[src/rtl/mux_scanner.sv]
`default_nettype none
// ============================================================================
// Module   : mux_scanner
// Purpose  : Steps the select lines of an external 8:1 multiplexer through
//            channels 0..7, waits SETTLE_CYC cycles after each select change,
//            samples the mux output y and assembles the eight samples into a
//            result word. The word is held with valid=1 until acknowledged.
// Revision : 1.0 - initial release
// ----------------------------------------------------------------------------
// Parameters
//   SETTLE_CYC  settle cycles after each select change (legal 1..15)
// Ports
//   clk         clock, all state updates on its rising edge
//   rst         synchronous active-high reset
//   start       request one scan; honoured only when idle
//   y           output of the scanned 8:1 multiplexer
//   ack         consumer acknowledge of the result word
//   s0,s1,s2    multiplexer select (s2 = MSB)
//   data[7:0]   result word, bit k = y sampled while select was k
//   valid       data holds a complete scan result
//   busy        scan in progress or result awaiting ack
// Build option
//   MSCAN_CONT_EN  when defined, ack restarts the scan immediately (continuous
//                  scanning); only rst returns the block to idle.
// ============================================================================
module mux_scanner #(
  parameter int SETTLE_CYC = 2
) (
  input  logic       clk,
  input  logic       rst,
  input  logic       start,
  input  logic       y,
  input  logic       ack,
  output logic       s0,
  output logic       s1,
  output logic       s2,
  output logic [7:0] data,
  output logic       valid,
  output logic       busy
);

  typedef enum logic [1:0] {
    IDLE   = 2'd0,
    SETTLE = 2'd1,
    SAMPLE = 2'd2,
    DONE   = 2'd3
  } state_t;

  // Last settle count value before moving on to the sample cycle.
  localparam logic [3:0] c_settle_last = 4'(SETTLE_CYC - 1);

  state_t     r_state, w_state_nxt;
  logic [2:0] r_sel,   w_sel_nxt;
  logic [3:0] r_cnt,   w_cnt_nxt;
  logic [7:0] r_sh,    w_sh_nxt;
  logic [7:0] r_data,  w_data_nxt;
  logic       r_valid, w_valid_nxt;

  always_ff @(posedge clk) begin
    if (rst) begin
      r_state <= IDLE;
      r_sel   <= 3'd0;
      r_cnt   <= 4'd0;
      r_sh    <= 8'h00;
      r_data  <= 8'h00;
      r_valid <= 1'b0;
    end else begin
      r_state <= w_state_nxt;
      r_sel   <= w_sel_nxt;
      r_cnt   <= w_cnt_nxt;
      r_sh    <= w_sh_nxt;
      r_data  <= w_data_nxt;
      r_valid <= w_valid_nxt;
    end
  end

  always_comb begin
    w_state_nxt = r_state;
    w_sel_nxt   = r_sel;
    w_cnt_nxt   = r_cnt;
    w_sh_nxt    = r_sh;
    w_data_nxt  = r_data;
    w_valid_nxt = r_valid;

    case (r_state)
      IDLE: begin
        if (start) begin
          w_sel_nxt   = 3'd0;
          w_cnt_nxt   = 4'd0;
          w_state_nxt = SETTLE;
        end
      end

      SETTLE: begin
        w_cnt_nxt = r_cnt + 4'd1;
        if (r_cnt == c_settle_last) begin
          w_state_nxt = SAMPLE;
        end
      end

      SAMPLE: begin
        w_sh_nxt[r_sel] = y;
        if (r_sel != 3'd7) begin
          w_sel_nxt   = r_sel + 3'd1;
          w_cnt_nxt   = 4'd0;
          w_state_nxt = SETTLE;
        end else begin
          // The channel-7 sample is taken straight from y because the shadow
          // register only picks it up on this same edge.
          w_data_nxt  = {y, r_sh[6:0]};
          w_valid_nxt = 1'b1;
          w_state_nxt = DONE;
        end
      end

      DONE: begin
        // A start arriving together with ack is deliberately dropped.
        if (ack) begin
          w_valid_nxt = 1'b0;
          w_sel_nxt   = 3'd0;
`ifdef MSCAN_CONT_EN
          w_cnt_nxt   = 4'd0;
          w_state_nxt = SETTLE;
`else
          w_state_nxt = IDLE;
`endif
        end
      end

      default: begin
        w_state_nxt = IDLE;
      end
    endcase
  end

  assign s0    = r_sel[0];
  assign s1    = r_sel[1];
  assign s2    = r_sel[2];
  assign data  = r_data;
  assign valid = r_valid;
  assign busy  = (r_state != IDLE);

endmodule
`default_nettype wire

[config.mk]
export PLATFORM = sky130hd
export DESIGN_NAME = mux_scanner
export DESIGN_NICKNAME = d
export VERILOG_FILES = /design/src/rtl/mux_scanner.sv
export SDC_FILE = /design/constraint.sdc
export NUM_CORES = 1
export LEC_CHECK = 0
export CAP_MARGIN = 20
export CORE_UTILIZATION = 52
export DETAILED_ROUTE_END_ITERATION = 10
export HOLD_SLACK_MARGIN = 0.1
export PLACE_DENSITY = 0.76
export SYNTH_ARGS = -nofsm -noshare
export SYNTH_HDL_FRONTEND = slang
export SYNTH_SLANG_ARGS = --single-unit
[constraint.sdc]
create_clock -name clk -period 2.1 [get_ports clk]
set_clock_uncertainty 0.15 [all_clocks]
set_input_delay 0.525 -clock clk [delete_from_list [all_inputs] [get_ports clk]]
set_output_delay 0.525 -clock clk [all_outputs]
set_load 0.005 [all_outputs]
==> impl_metrics.sql <==
INSERT INTO impl_metrics (metric_group, metric, value, unit) VALUES
('run_status', 'run_status', 'finished clean', ''),
('min_path', 'min-delay-start', 'data[0]', ''),
('sta', 'slew_headroom', '0.751', ''),
('min_path', 'hold-path-cell-count', '2', ''),
('yosys', 'share_of_synthesized_area_occupied_by_flip_flops_and_latches', '0.420', ''),
('run', 'max_cap_violations', '0', ''),
('worst_setup_path', 'timing.critical_path.slowest_stage_cell', 'clkdlybuf4s50_1', ''),
('placed_design', 'placed_cells', '166', ''),
('yosys', 'synth_nets', '133', ''),
('worst_setup_path', 'critical_path_start_type', 'register', ''),
('detailed_routing', 'antenna_violating_nets_post_route', '0', ''),
('clock_tree', 'setup_repair_bufs_after_cts', '0', ''),
('pwr', 'total_power_consumption', '0.779', 'mW'),
('global_route', 'gr-usage-all-layers', '0.212', ''),
('worst_setup_path', 'cp_cell_sequence', 'clkdlybuf4s50_1', ''),
('clock_tree', 'h-tree-depth', '1', ''),
('worst_setup_path', 'critical-path-max-stage-delay', '530', 'ps'),
('sta', 'final_hold_viol_count', '0', ''),
('worst_setup_path', 'crit_path_max_fanout', '9', ''),
('final_layout', 'fin_nets', '153', ''),
('sta', 'setup_ws_post_layout', '122', 'ps'),
('worst_setup_path', 'worst_r2r_path_depth', '5', ''),
('yosys', 'synth_area', '0.00119', 'mm²'),
('yosys', 'yosysMostFrequentCell', 'dfxtp_1', ''),
('yosys', 'synth_top_area_cell', 'dfxtp_1', ''),
('worst_setup_path', 'timing.rr.end', 'r_cnt[3]', ''),
('placed_design', 'gp_congestion', '0.813', ''),
('sta', 'rsz0062_at_grt', 'false', ''),
('final_layout', 'post_route_cells_drive_above_1_share', '0.161', ''),
('floorplan', 'io_pins', '18', ''),
('sta', 'layout_worst_path_cycle_share', '0.942', ''),
('detailed_routing', 'drtIter0Drc', '14', ''),
('placed_design', 'dp.final_hpwl', '1.73', 'mm'),
('placed_design', 'post-place-ws', '193', 'ps'),
('detailed_routing', 'via_count', '963', ''),
('sta', 'total_of_endpoints_with_negative_setup_slack_in_the_final_report', '0', ''),
('yosys', 'synthesis.area_per_instance', '9.62', 'µm²'),
('detailed_routing', 'met2WireLength', '1.10', 'mm'),
('clock_tree', 'tritoncts.num_buffers', '3', ''),
('floorplan', 'core', '0.00206', 'mm²'),
('worst_setup_path', 'critical_path_required_time', '1420', 'ps'),
('pwr', 'cellPowerDensity', '546', 'mW/mm²'),
('sta', 'finalSetupTns', '0', 'ps'),
('worst_setup_path', 'crit_buf_inv', '1', ''),
('global_route', 'maximum_number_of_pins_on_one_net_before_global_route_repair', '24', ''),
('worst_setup_path', 'type_of_element_capturing_the_critical_path', 'output pin', ''),
('global_route', 'grt_first_pass_wirelength', '4.02', 'mm'),
('min_path', 'worst_min_delay_path_endpoint', 'data[0]', ''),
('yosys', 'synth_largest_type_area_fraction', '0.420', ''),
('floorplan', 'dieArea', '0.00249', 'mm²'),
('detailed_routing', 'wl_met1', '1.21', 'mm'),
('yosys', 'async_reset_ff_frac', '0', ''),
('final_layout', 'flow.area_growth_from_synthesis', '19.7', '%'),
('clock_tree', 'clk-insertion-delay-late', '330', 'ps'),
('yosys', 'synth.cells.most_frequent', 'dfxtp_1 (25), nand3_1 (13), a21oi_1 (11), nand2_1 (10), nand2b_1 (8)', ''),
('floorplan', 'die_w', '49.9', 'µm'),
('sta', 'drv_slew', '0', ''),
('floorplan', 'dieHeight', '49.9', 'µm'),
('min_path', 'hold_class', 'reg2reg', ''),
('worst_setup_path', 'reg2reg_slack', '350', 'ps'),
('final_layout', 'filler_cell_count', '165', ''),
('global_route', 'grt_antenna_before_repair', '0', ''),
('clock_tree', 'cts_hold_repair.buffers', '0', ''),
('sta', 'max_freq', '506', 'MHz'),
('yosys', 'yosys_warnings', '0', ''),
('yosys', 'syn_inst', '124', ''),
('clock_tree', 'tritoncts', 'built', ''),
('pwr', 'ir_worst_vdd', '0.516', 'mV'),
('yosys', 'post_synth_num_cell_types', '42', ''),
('worst_setup_path', 'path_class', 'reg2out', ''),
('floorplan', 'row_count', '16', '');
==> report_power, final <==
part           switching (mW)  internal, mW  total [mW]
logic                  0.0371        0.0389      0.0760
clock network           0.147        0.0714       0.218
registers             0.00506         0.480       0.485
total                   0.189         0.590       0.779
==> sequential cells by signal, indices dropped and copies added (netlist names) <==
name,flops
data,8
r_state,2
r_sel,3
valid,1
r_sh,7
r_cnt,4
==> cell type report <==
cell class                 count  area, µm²  share of cell area
sequential                    25        504               0.353
timing repair buffer          21        215               0.151
multi-input combinational     90        636               0.445
inverter                       3       11.3             0.00789
clock inverter                 1       5.00             0.00351
tap                           27       33.8              0.0237
clock buffer                   3       22.5              0.0158
==> worst max path at each step <==
stage	start	slack, ps	cells past startpoint	to
after CTS	r_sel[1]	20	1	s1
after floorplan	r_sel[0]	450	5	r_sel[0]
after detailed placement	rst	190	4	r_cnt[3]
final	r_sel[0]	120	1	s0
after global routing	r_sel[0]	70	1	s0
after global placement	start	260	4	r_cnt[0]
==> routing by layer <==
| metal | GRT usage | up-vias |
|---|---|---|
| met5 | 0 | - |
| met4 | 0.0429 | 0 |
| met3 | 0.0586 | 2 |
| met2 | 0.356 | 24 |
| met1 | 0.270 | 457 |
| li1 | - | 480 |
==> timing repair <==
action                                  CTS  global route
gates resized for setup                   1             3
hold endpoints to repair                  0             0
pin swaps                                 0             0
endpoints found under the setup margin    1             3
cloned                                    0             0
==> per-stage QoR <==
stage               area [µm²]  hold slack, ps
global route              1430             341
floorplan                 1190             293
CTS                       1420             324
global placement          1390             292
finish                    1430             323
detailed placement        1390             303
==> kinds of logic (layout without fill, tap and decap cells) <==
kind of cell               count (synthesis)  count (layout)  synth area share
AOI/OAI and AO/OA                         23              23             0.137
xor gates and xnor gates                   1               1           0.00735
adders and majority gates                  4               4            0.0420
buffers and inverters                      9              28            0.0472
DFF                                       25              25             0.420
muxes                                      7               7            0.0598
and+or+nand+nor                           55              55             0.286
==> cells in the final DEF, fill, tap and decap left out, types with 3 or more instances in the layout <==
cell,n
clkbuf_4,3
clkdlybuf4s50_1,16
dfxtp_1,22
dfxtp_2,3
nand2_1,10
nand3_1,13
mux2i_1,6
a21oi_1,11
ha_1,4
nand2b_1,8
inv_1,3
buf_4,3
(Power assumes the default switching activity.)
